$ cat src/rtl/cell_test_driver.sv
// cell_test_driver: drives a pseudo-random bit stream into a custom cell,
// samples the cell output after a settle delay, and tallies mismatches
// against the expected inverting or buffering behaviour.
module cell_test_driver #(
    parameter int         CNT_W  = 16,
    parameter int         SETTLE = 2,
    parameter bit         INVERT = 1'b1,
    parameter logic [7:0] SEED   = 8'h01
) (
    input  logic             clk,
    input  logic             rst,
    input  logic             start,
    input  logic [CNT_W-1:0] num_vecs,
    output logic             cell_a,
    input  logic             cell_y,
    output logic             busy,
    output logic             done,
    output logic             pass,
    output logic [CNT_W-1:0] err_count,
    output logic [CNT_W-1:0] first_err_idx
);

    typedef enum logic [2:0] {
        ST_IDLE,
        ST_DRIVE,
        ST_WAIT,
        ST_SAMPLE,
        ST_DONE
    } state_t;

    localparam logic [CNT_W-1:0] ONE       = {{(CNT_W-1){1'b0}}, 1'b1};
    localparam logic [3:0]       SETTLE_LD = 4'(SETTLE);

    state_t           state_q, state_d;
    logic [7:0]       lfsr_q, lfsr_d;
    logic [CNT_W-1:0] vecIdx_q, vecIdx_d;
    logic [CNT_W-1:0] numVecs_q, numVecs_d;
    logic [3:0]       settle_q, settle_d;
    logic             cellA_q, cellA_d;
    logic             exp_q, exp_d;
    logic             busy_q, busy_d;
    logic             pass_q, pass_d;
    logic [CNT_W-1:0] errCount_q, errCount_d;
    logic [CNT_W-1:0] firstErr_q, firstErr_d;

    logic [7:0]       lfsrNext;
    logic [CNT_W-1:0] vecIdxInc;

    assign lfsrNext  = {lfsr_q[6:0], lfsr_q[7] ^ lfsr_q[5] ^ lfsr_q[4] ^ lfsr_q[3]};
    assign vecIdxInc = vecIdx_q + ONE;

    // State and datapath registers; reset aborts any run without a done pulse
    always_ff @(posedge clk) begin
        if (rst) begin
            state_q    <= ST_IDLE;
            lfsr_q     <= SEED;
            vecIdx_q   <= '0;
            numVecs_q  <= '0;
            settle_q   <= '0;
            cellA_q    <= 1'b0;
            exp_q      <= 1'b0;
            busy_q     <= 1'b0;
            pass_q     <= 1'b0;
            errCount_q <= '0;
            firstErr_q <= '1;
        end else begin
            state_q    <= state_d;
            lfsr_q     <= lfsr_d;
            vecIdx_q   <= vecIdx_d;
            numVecs_q  <= numVecs_d;
            settle_q   <= settle_d;
            cellA_q    <= cellA_d;
            exp_q      <= exp_d;
            busy_q     <= busy_d;
            pass_q     <= pass_d;
            errCount_q <= errCount_d;
            firstErr_q <= firstErr_d;
        end
    end

    // Next-state logic: one vector is DRIVE, SETTLE cycles of WAIT, then SAMPLE
    always_comb begin
        state_d    = state_q;
        lfsr_d     = lfsr_q;
        vecIdx_d   = vecIdx_q;
        numVecs_d  = numVecs_q;
        settle_d   = settle_q;
        cellA_d    = cellA_q;
        exp_d      = exp_q;
        busy_d     = busy_q;
        pass_d     = pass_q;
        errCount_d = errCount_q;
        firstErr_d = firstErr_q;

        case (state_q)
            ST_IDLE: begin
                if (start) begin
                    numVecs_d  = num_vecs;
                    lfsr_d     = SEED;
                    errCount_d = '0;
                    firstErr_d = '1;
                    pass_d     = 1'b0;
                    vecIdx_d   = '0;
                    busy_d     = 1'b1;
                    state_d    = (num_vecs == '0) ? ST_DONE : ST_DRIVE;
                end
            end
            ST_DRIVE: begin
                cellA_d  = lfsr_q[0];
                exp_d    = lfsr_q[0] ^ INVERT;
                settle_d = SETTLE_LD;
                state_d  = (SETTLE > 0) ? ST_WAIT : ST_SAMPLE;
            end
            ST_WAIT: begin
                settle_d = settle_q - 4'd1;
                if (settle_q == 4'd1) begin
                    state_d = ST_SAMPLE;
                end
            end
            ST_SAMPLE: begin
                if (cell_y != exp_q) begin
                    if (errCount_q != '1) begin
                        errCount_d = errCount_q + ONE;
                    end
                    if (firstErr_q == '1) begin
                        firstErr_d = vecIdx_q;
                    end
                end
                lfsr_d   = lfsrNext;
                vecIdx_d = vecIdxInc;
                if (vecIdxInc == numVecs_q) begin
                    busy_d  = 1'b0;
                    state_d = ST_DONE;
                end else begin
                    state_d = ST_DRIVE;
                end
            end
            ST_DONE: begin
                cellA_d = 1'b0;
                busy_d  = 1'b0;
                pass_d  = (errCount_q == '0);
                state_d = ST_IDLE;
            end
            default: begin
                state_d = ST_IDLE;
            end
        endcase
    end

    assign cell_a        = cellA_q;
    assign busy          = busy_q;
    assign done          = (state_q == ST_DONE);
    assign pass          = pass_q;
    assign err_count     = errCount_q;
    assign first_err_idx = firstErr_q;

endmodule
$ cat config.mk
export PLATFORM = sky130hd
export DESIGN_NAME = cell_test_driver
export DESIGN_NICKNAME = d
export VERILOG_FILES = /design/src/rtl/cell_test_driver.sv
export SDC_FILE = /design/constraint.sdc
export NUM_CORES = 1
export LEC_CHECK = 0
export CORE_MARGIN = 3
export CORE_UTILIZATION = 59
export CTS_CLUSTER_DIAMETER = 60
export DETAILED_ROUTE_END_ITERATION = 8
export GPL_TIMING_DRIVEN = 0
export PLACE_DENSITY = 0.85
export SYNTH_ARGS = -nofsm -noshare
export SYNTH_HDL_FRONTEND = slang
export SYNTH_SLANG_ARGS = --single-unit
export TNS_END_PERCENT = 10
$ cat constraint.sdc
create_clock -name clk -period 4.51 [get_ports clk]
set_input_delay 0.902 -clock clk [delete_from_list [all_inputs] [get_ports clk]]
set_output_delay 0.902 -clock clk [all_outputs]
set_load 0.02 [all_outputs]
==> results of run 1 <==
flip-flops by register name (all words and copies together), names as in the netlist, 3 cells and up:
name           count
numVecs_q         16
first_err_idx     16
lfsr_q             8
vecIdx_q          16
err_count         16
settle_q           4
state_q            3
worst paths after layout:
check              start         end  slack, ps
max reg2reg  vecIdx_q[1]  state_q[0]       1850
max           state_q[1]        done       1620
min reg2reg         pass        pass        460
min                 pass        pass        460
power breakdown:
group / internal (mW) / switching, mW
clock network: 0.215 / 0.261
logic: 0.166 / 0.267
registers: 0.779 / 0.0432
placed cells by master (no fill, tap or decap), drive strengths merged, types with 2 or more instances in the layout:
cell type and n:
nand3 16, clkinv 3, o21ai 18, nand2 82
and3 7, a21oi 45, o211ai 2, or2 2
a211o 2, nor4 13, a31oi 7, clkdlybuf4s50 55
or3 5, o31ai 2, mux2i 2, xor2 12
nor2 71, inv 13, nor2b 3, nand4 14
a22o 2, nor3 29, a311oi 4, ha 5
or4 2, o21a 3, buf 9, dfxtp 83
a211oi 3, and2 2, xnor2 24, and4 4
o21bai 14, nand2b 6, clkbuf 38, a22oi 3
o22ai 3, nand3b 3
metal layers:
layer	wire (um)	global-route usage	up-vias
met2	4910	0.420	108
met5	0	0	-
li1	-	-	2028
met3	439	0.0350	14
met1	4940	0.346	1884
met4	199	0.0918	0
through the flow:
stage | worst slack (ps) | util
2_1_floorplan | 2100 | -
3_3_place_gp | 1410 | 0.711
3_5_place_dp | 1360 | 0.711
4_1_cts | 1610 | 0.735
5_1_grt | 1510 | 0.735
6_report | 1620 | 0.735
cell families after synthesis:
family          Yosys count  synth area share
fa+ha+maj                 5            0.0149
mux                       2           0.00476
xor+xnor                 36            0.0749
buf+inv                  47            0.0475
flops                    83             0.395
compound gates          109             0.160
simple gates            262             0.304
area by class of cell:
type	count	area [um2]	area share
multi-input cells	414	2350	0.465
flip-flops and latches	83	1660	0.329
repair buffers	55	551	0.109
well taps	96	120	0.0238
plain buffers	35	155	0.0307
inverters	12	45.0	0.00892
clock inverters	4	23.8	0.00471
clock buffers	12	145	0.0287
worst min-delay path: stages (launching register included):
cell     delay, ps
dfxtp_1        320
nand2_1         50
o22ai_1         50
==> results.py, run 1 <==
metrics = {
    "status": {
        "status": "completed",
    },
    "power": {
        "finalPower_mw": 1.73,
        "vdd_drop_max_mv": 0.191,
        "cellLeakagePower_nw": 1.84,
        "powerDensity_mw_per_mm2": 343,
    },
    "placement": {
        "portBuffers": 55,
        "dp.cells": 695,
        "hpwl_um": 7760,
        "dpl-instance-area_mm2": 0.00488,
        "gp_congestion": 0.907,
    },
    "timing": {
        "hold_viol": 0,
        "period_minus_slack_ps": 2890,
        "slew_headroom": 0.566,
        "period_share": 0.640,
        "tns_ps": 0,
        "skew_ps": 10.7,
        "report.final.slew_viol_count": 0,
        "rsz0062_at_grt": "no",
        "finalSetupViolations": 0,
        "fmax_mhz": 346,
        "worst-slew-pin-transition_ps": 651,
        "hold-worst-slack_ps": 464,
    },
    "clock_tree": {
        "cts_setup_buffers": 0,
        "cts_num_sinks": 83,
        "postCtsHoldBufs": 0,
        "cts_root_buffer": "clkbuf_8",
        "clkTransAtPathRegs_ps": 90,
        "cts_made_buffers": 9,
        "cts_buffer_depth": 2,
        "htreeDepth": 3,
        "cts_tree": "done",
        "cts.repair.resized": 0,
        "clock_latency_ps": 350,
    },
    "grt": {
        "antenna_found_initial": 0,
        "grt_first_pass_wirelength_um": 17200,
        "grt_usage": 0.257,
        "grt_pass1_vias": 3646,
        "grt_overflow": 0,
        "grt_max_degree": 14,
    },
    "synth": {
        "async_flop_share": 0,
        "syn_avg_cell_area_um2": 7.74,
        "yosys-top-cells-count": "83 x dfxtp_1, 82 x nand2_1, 71 x nor2_1",
        "synth.distinct_cells": 50,
        "synth_flop_cell": "dfxtp_1",
        "syn-cell-area_mm2": 0.00421,
        "yosysTopAreaCell": "dfxtp_1",
        "synth_top_cell_area_share": 0.395,
        "yosys_warnings": 0,
        "synth-edff-count": 0,
        "ys_seq_area_frac": 0.395,
        "synth.most_common_cell": "dfxtp_1",
        "syn_nets": 569,
        "ys_ff_latch": 83,
        "syn_inst": 544,
        "synth_area_leaders": "dfxtp_1 39%, nand2_1 7.3%, nor2_1 6.3%",
    },
    "worst_setup_path": {
        "rr_worst_depth": 9,
        "max_stage_delay_ps": 600,
        "criticalPathCategory": "flop to primary output",
        "crit_fanout": 10,
        "critPathArrivalTime_ps": 1990,
        "required_ps": 3610,
        "critPathTopFamily": "buffers and inverters",
        "crit_chain": "buf_2, or3_1, inv_1, clkdlybuf4s50_1",
        "start_kind": "flop",
        "worst-path-stages": 4,
        "cp_num_buf_inv": 3,
        "end_kind": "primary output",
        "cp_slowest_cell": "clkdlybuf4s50_1",
    },
    "min_path": {
        "min_path_type": "flop to flop",
        "min_path_cells": 2,
    },
    "floorplanning": {
        "die_y_um": 90.5,
        "initial_core_util": 0.613,
        "fp.coreArea_mm2": 0.00687,
        "ios": 56,
        "die-area_mm2": 0.00819,
        "die_w_um": 90.5,
        "rows": 30,
    },
    "cells_and_area": {
        "syn_to_final_growth_pct": 19.9,
        "nets": 635,
        "num_antenna_cells": 0,
        "final_cell_count_no_fill": 711,
        "fillers": 568,
        "drive_above_1_share": 0.0569,
        "fin_area_mm2": 0.00505,
    },
    "routing": {
        "wl_per_cell_um": 14.7,
        "vias": 4034,
        "drt_wl_total_um": 10500,
        "ant_nets": 0,
        "viasPerCell": 5.67,
        "drc_errors": 0,
        "drtPass1Iterations": 5,
        "drt_iter0_drc": 225,
    },
    "job": {
        "cap_violations": 0,
    },
}
No activity file was read; power rests on OpenSTA's default activity.
==> inputs of run 2 (changes only) <==
Settings changed: CORE_UTILIZATION 59 to 50, PLACE_DENSITY 0.85 to 0.76.
Clock period 4.51 ns to 2.5 ns, I/O delays scaled along.
==> results.py, run 2 (synthesis results as in run 1) <==
metrics = {
    "floorplanning": {
        "die-area_mm2": 0.00956,
        "fp.coreArea_mm2": 0.00797,
        "rows": 32,
        "ios": 56,
        "die_y_um": 97.8,
        "initial_core_util": 0.528,
        "die_w_um": 97.8,
    },
    "power": {
        "finalPower_mw": 3.29,
        "p_int_mw": 2.27,
        "vdd_drop_max_mv": 0.282,
        "power.clock.fraction": 0.317,
        "switching_share": 0.309,
        "p_comb_frac": 0.233,
        "p_sw_mw": 1.02,
        "power_frac_seq": 0.450,
        "powerDensity_mw_per_mm2": 641,
        "cellLeakagePower_nw": 1.89,
    },
    "worst_setup_path": {
        "crit_chain": "ha_1, buf_2, nand3_4, or4_4, nand2_1, o31ai_1, nor4_1, and4_2, a21oi_1",
        "critPathArrivalTime_ps": 2570,
        "r2r-end": "busy",
        "reg2reg_from": "vecIdx_q[0]",
        "cp_num_buf_inv": 1,
        "required_ps": 2720,
        "end_kind": "flop",
        "critPathTopFamily": "simple AND/OR/NAND/NOR gates",
        "ff2ff_setup_slack_ps": 140,
        "max_stage_delay_ps": 530,
        "rr_worst_depth": 9,
        "start_kind": "flop",
        "cp_slowest_cell": "or4_4",
        "criticalPathCategory": "flop to flop",
        "crit_fanout": 8,
    },
    "job": {
        "cap_violations": 0,
    },
    "timing": {
        "report.final.slew_viol_count": 0,
        "period_minus_slack_ps": 2360,
        "fmax_mhz": 425,
        "finalSetupViolations": 0,
        "hold-worst-slack_ps": 463,
        "hold_viol": 0,
        "skew_ps": 8.03,
        "tns_ps": 0,
        "worst-slew-pin-transition_ps": 737,
        "rsz0062_at_grt": "no",
        "period_share": 0.942,
        "slew_headroom": 0.504,
    },
    "routing": {
        "drc_errors": 0,
        "drt_iter0_drc": 301,
        "wl_per_cell_um": 14.5,
        "drtPass1Iterations": 5,
        "ant_nets": 0,
        "drt_wl_total_um": 10400,
        "vias": 4052,
        "viasPerCell": 5.65,
    },
    "status": {
        "status": "completed",
    },
    "cells_and_area": {
        "drive_above_1_share": 0.0683,
        "mostFrequentLayoutCell": "nand2_1",
        "fin_area_mm2": 0.00514,
        "num_antenna_cells": 0,
        "nets": 635,
        "layout_common_cells": "82 x nand2_1, 81 x dfxtp_1, 71 x nor2_1",
        "fillers": 735,
        "utilization": 0.645,
        "syn_to_final_growth_pct": 22.0,
    },
    "grt": {
        "grt_first_pass_wirelength_um": 17100,
        "grt_usage": 0.215,
        "antenna_found_initial": 0,
        "grt_pass1_vias": 3666,
        "grt_overflow": 0,
        "grt_max_degree": 14,
    },
    "clock_tree": {
        "clkTransAtPathRegs_ps": 90,
        "cts_root_buffer": "clkbuf_8",
        "cts_num_sinks": 83,
        "cts_made_buffers": 9,
        "clock_latency_ps": 350,
        "htreeDepth": 3,
        "cts_tree": "done",
        "cts_buffer_depth": 2,
    },
    "placement": {
        "gp_congestion": 0.894,
        "hpwl_um": 7790,
        "dpl-instance-area_mm2": 0.00489,
        "portBuffers": 55,
    },
    "min_path": {
        "hold_end": "lfsr_q[2]",
        "min_path_type": "flop to flop",
        "hp-start": "lfsr_q[1]",
        "min_path_cells": 2,
    },
}
-- run 2: power by group through the flow --
stage	clock network, mW	registers (mW)	logic (mW)
after global placement	0	1.51	0.747
after CTS	1.06	1.48	0.769
after detailed placement	0	1.51	0.763
after global routing	1.12	1.49	0.858
after floorplan	0	1.52	0.515
final	1.05	1.48	0.767
-- run 2: worst max path at each step --
| stage | slack (ps) | depth (start not counted) | from | endpoint |
|---|---|---|---|---|
| after global routing | 9 | 9 | vecIdx_q[0] | state_q[0] |
| after detailed placement | -240 | 8 | start | err_count[13] |
| final | 140 | 9 | vecIdx_q[0] | busy |
| after CTS | 10 | 9 | vecIdx_q[0] | busy |
| after global placement | -200 | 8 | start | err_count[13] |
| after floorplan | 310 | 9 | vecIdx_q[0] | state_q[0] |
-- run 2: repair_timing --
action | 4_1_cts | 5_1_grt
endpoints found under the setup margin | 4 | 4
hold buffers | 0 | 0
pin swaps | 0 | 1
buffers inserted | 0 | 0
gates resized for setup | 4 | 4
-- run 2: worst register-to-register path, delay by kind of cell (launching register included) --
family,cells,cell delay (ps)
compound gates,2,150
simple gates,5,1310
flops,1,400
buf+inv,1,200
fa+ha+maj,1,150
-- run 2: cell type report --
type	instances	area (um2)	area share
clock buffer	13	179	0.0348
inverter	12	45.0	0.00877
sequential	83	1660	0.324
buffer	35	155	0.0302
clock inverter	3	43.8	0.00852
tap	102	128	0.0248
timing repair buffer	55	549	0.107
multi-input combinational	414	2370	0.462
-- run 2: metrics by stage --
stage | instances | setup WS (ps)
floorplan | 544 | 311
global placement | 701 | -203
detailed placement | 701 | -235
CTS | 717 | 10.1
global route | 717 | 8.74
finish | 717 | 145
-- run 2: layer usage --
layer	wire [um]	global-route usage	part of all wire
met1	4740	0.289	0.45
met5	0	0	0
met2	4870	0.354	0.47
met4	180	0.0724	0.017
met3	638	0.0336	0.061
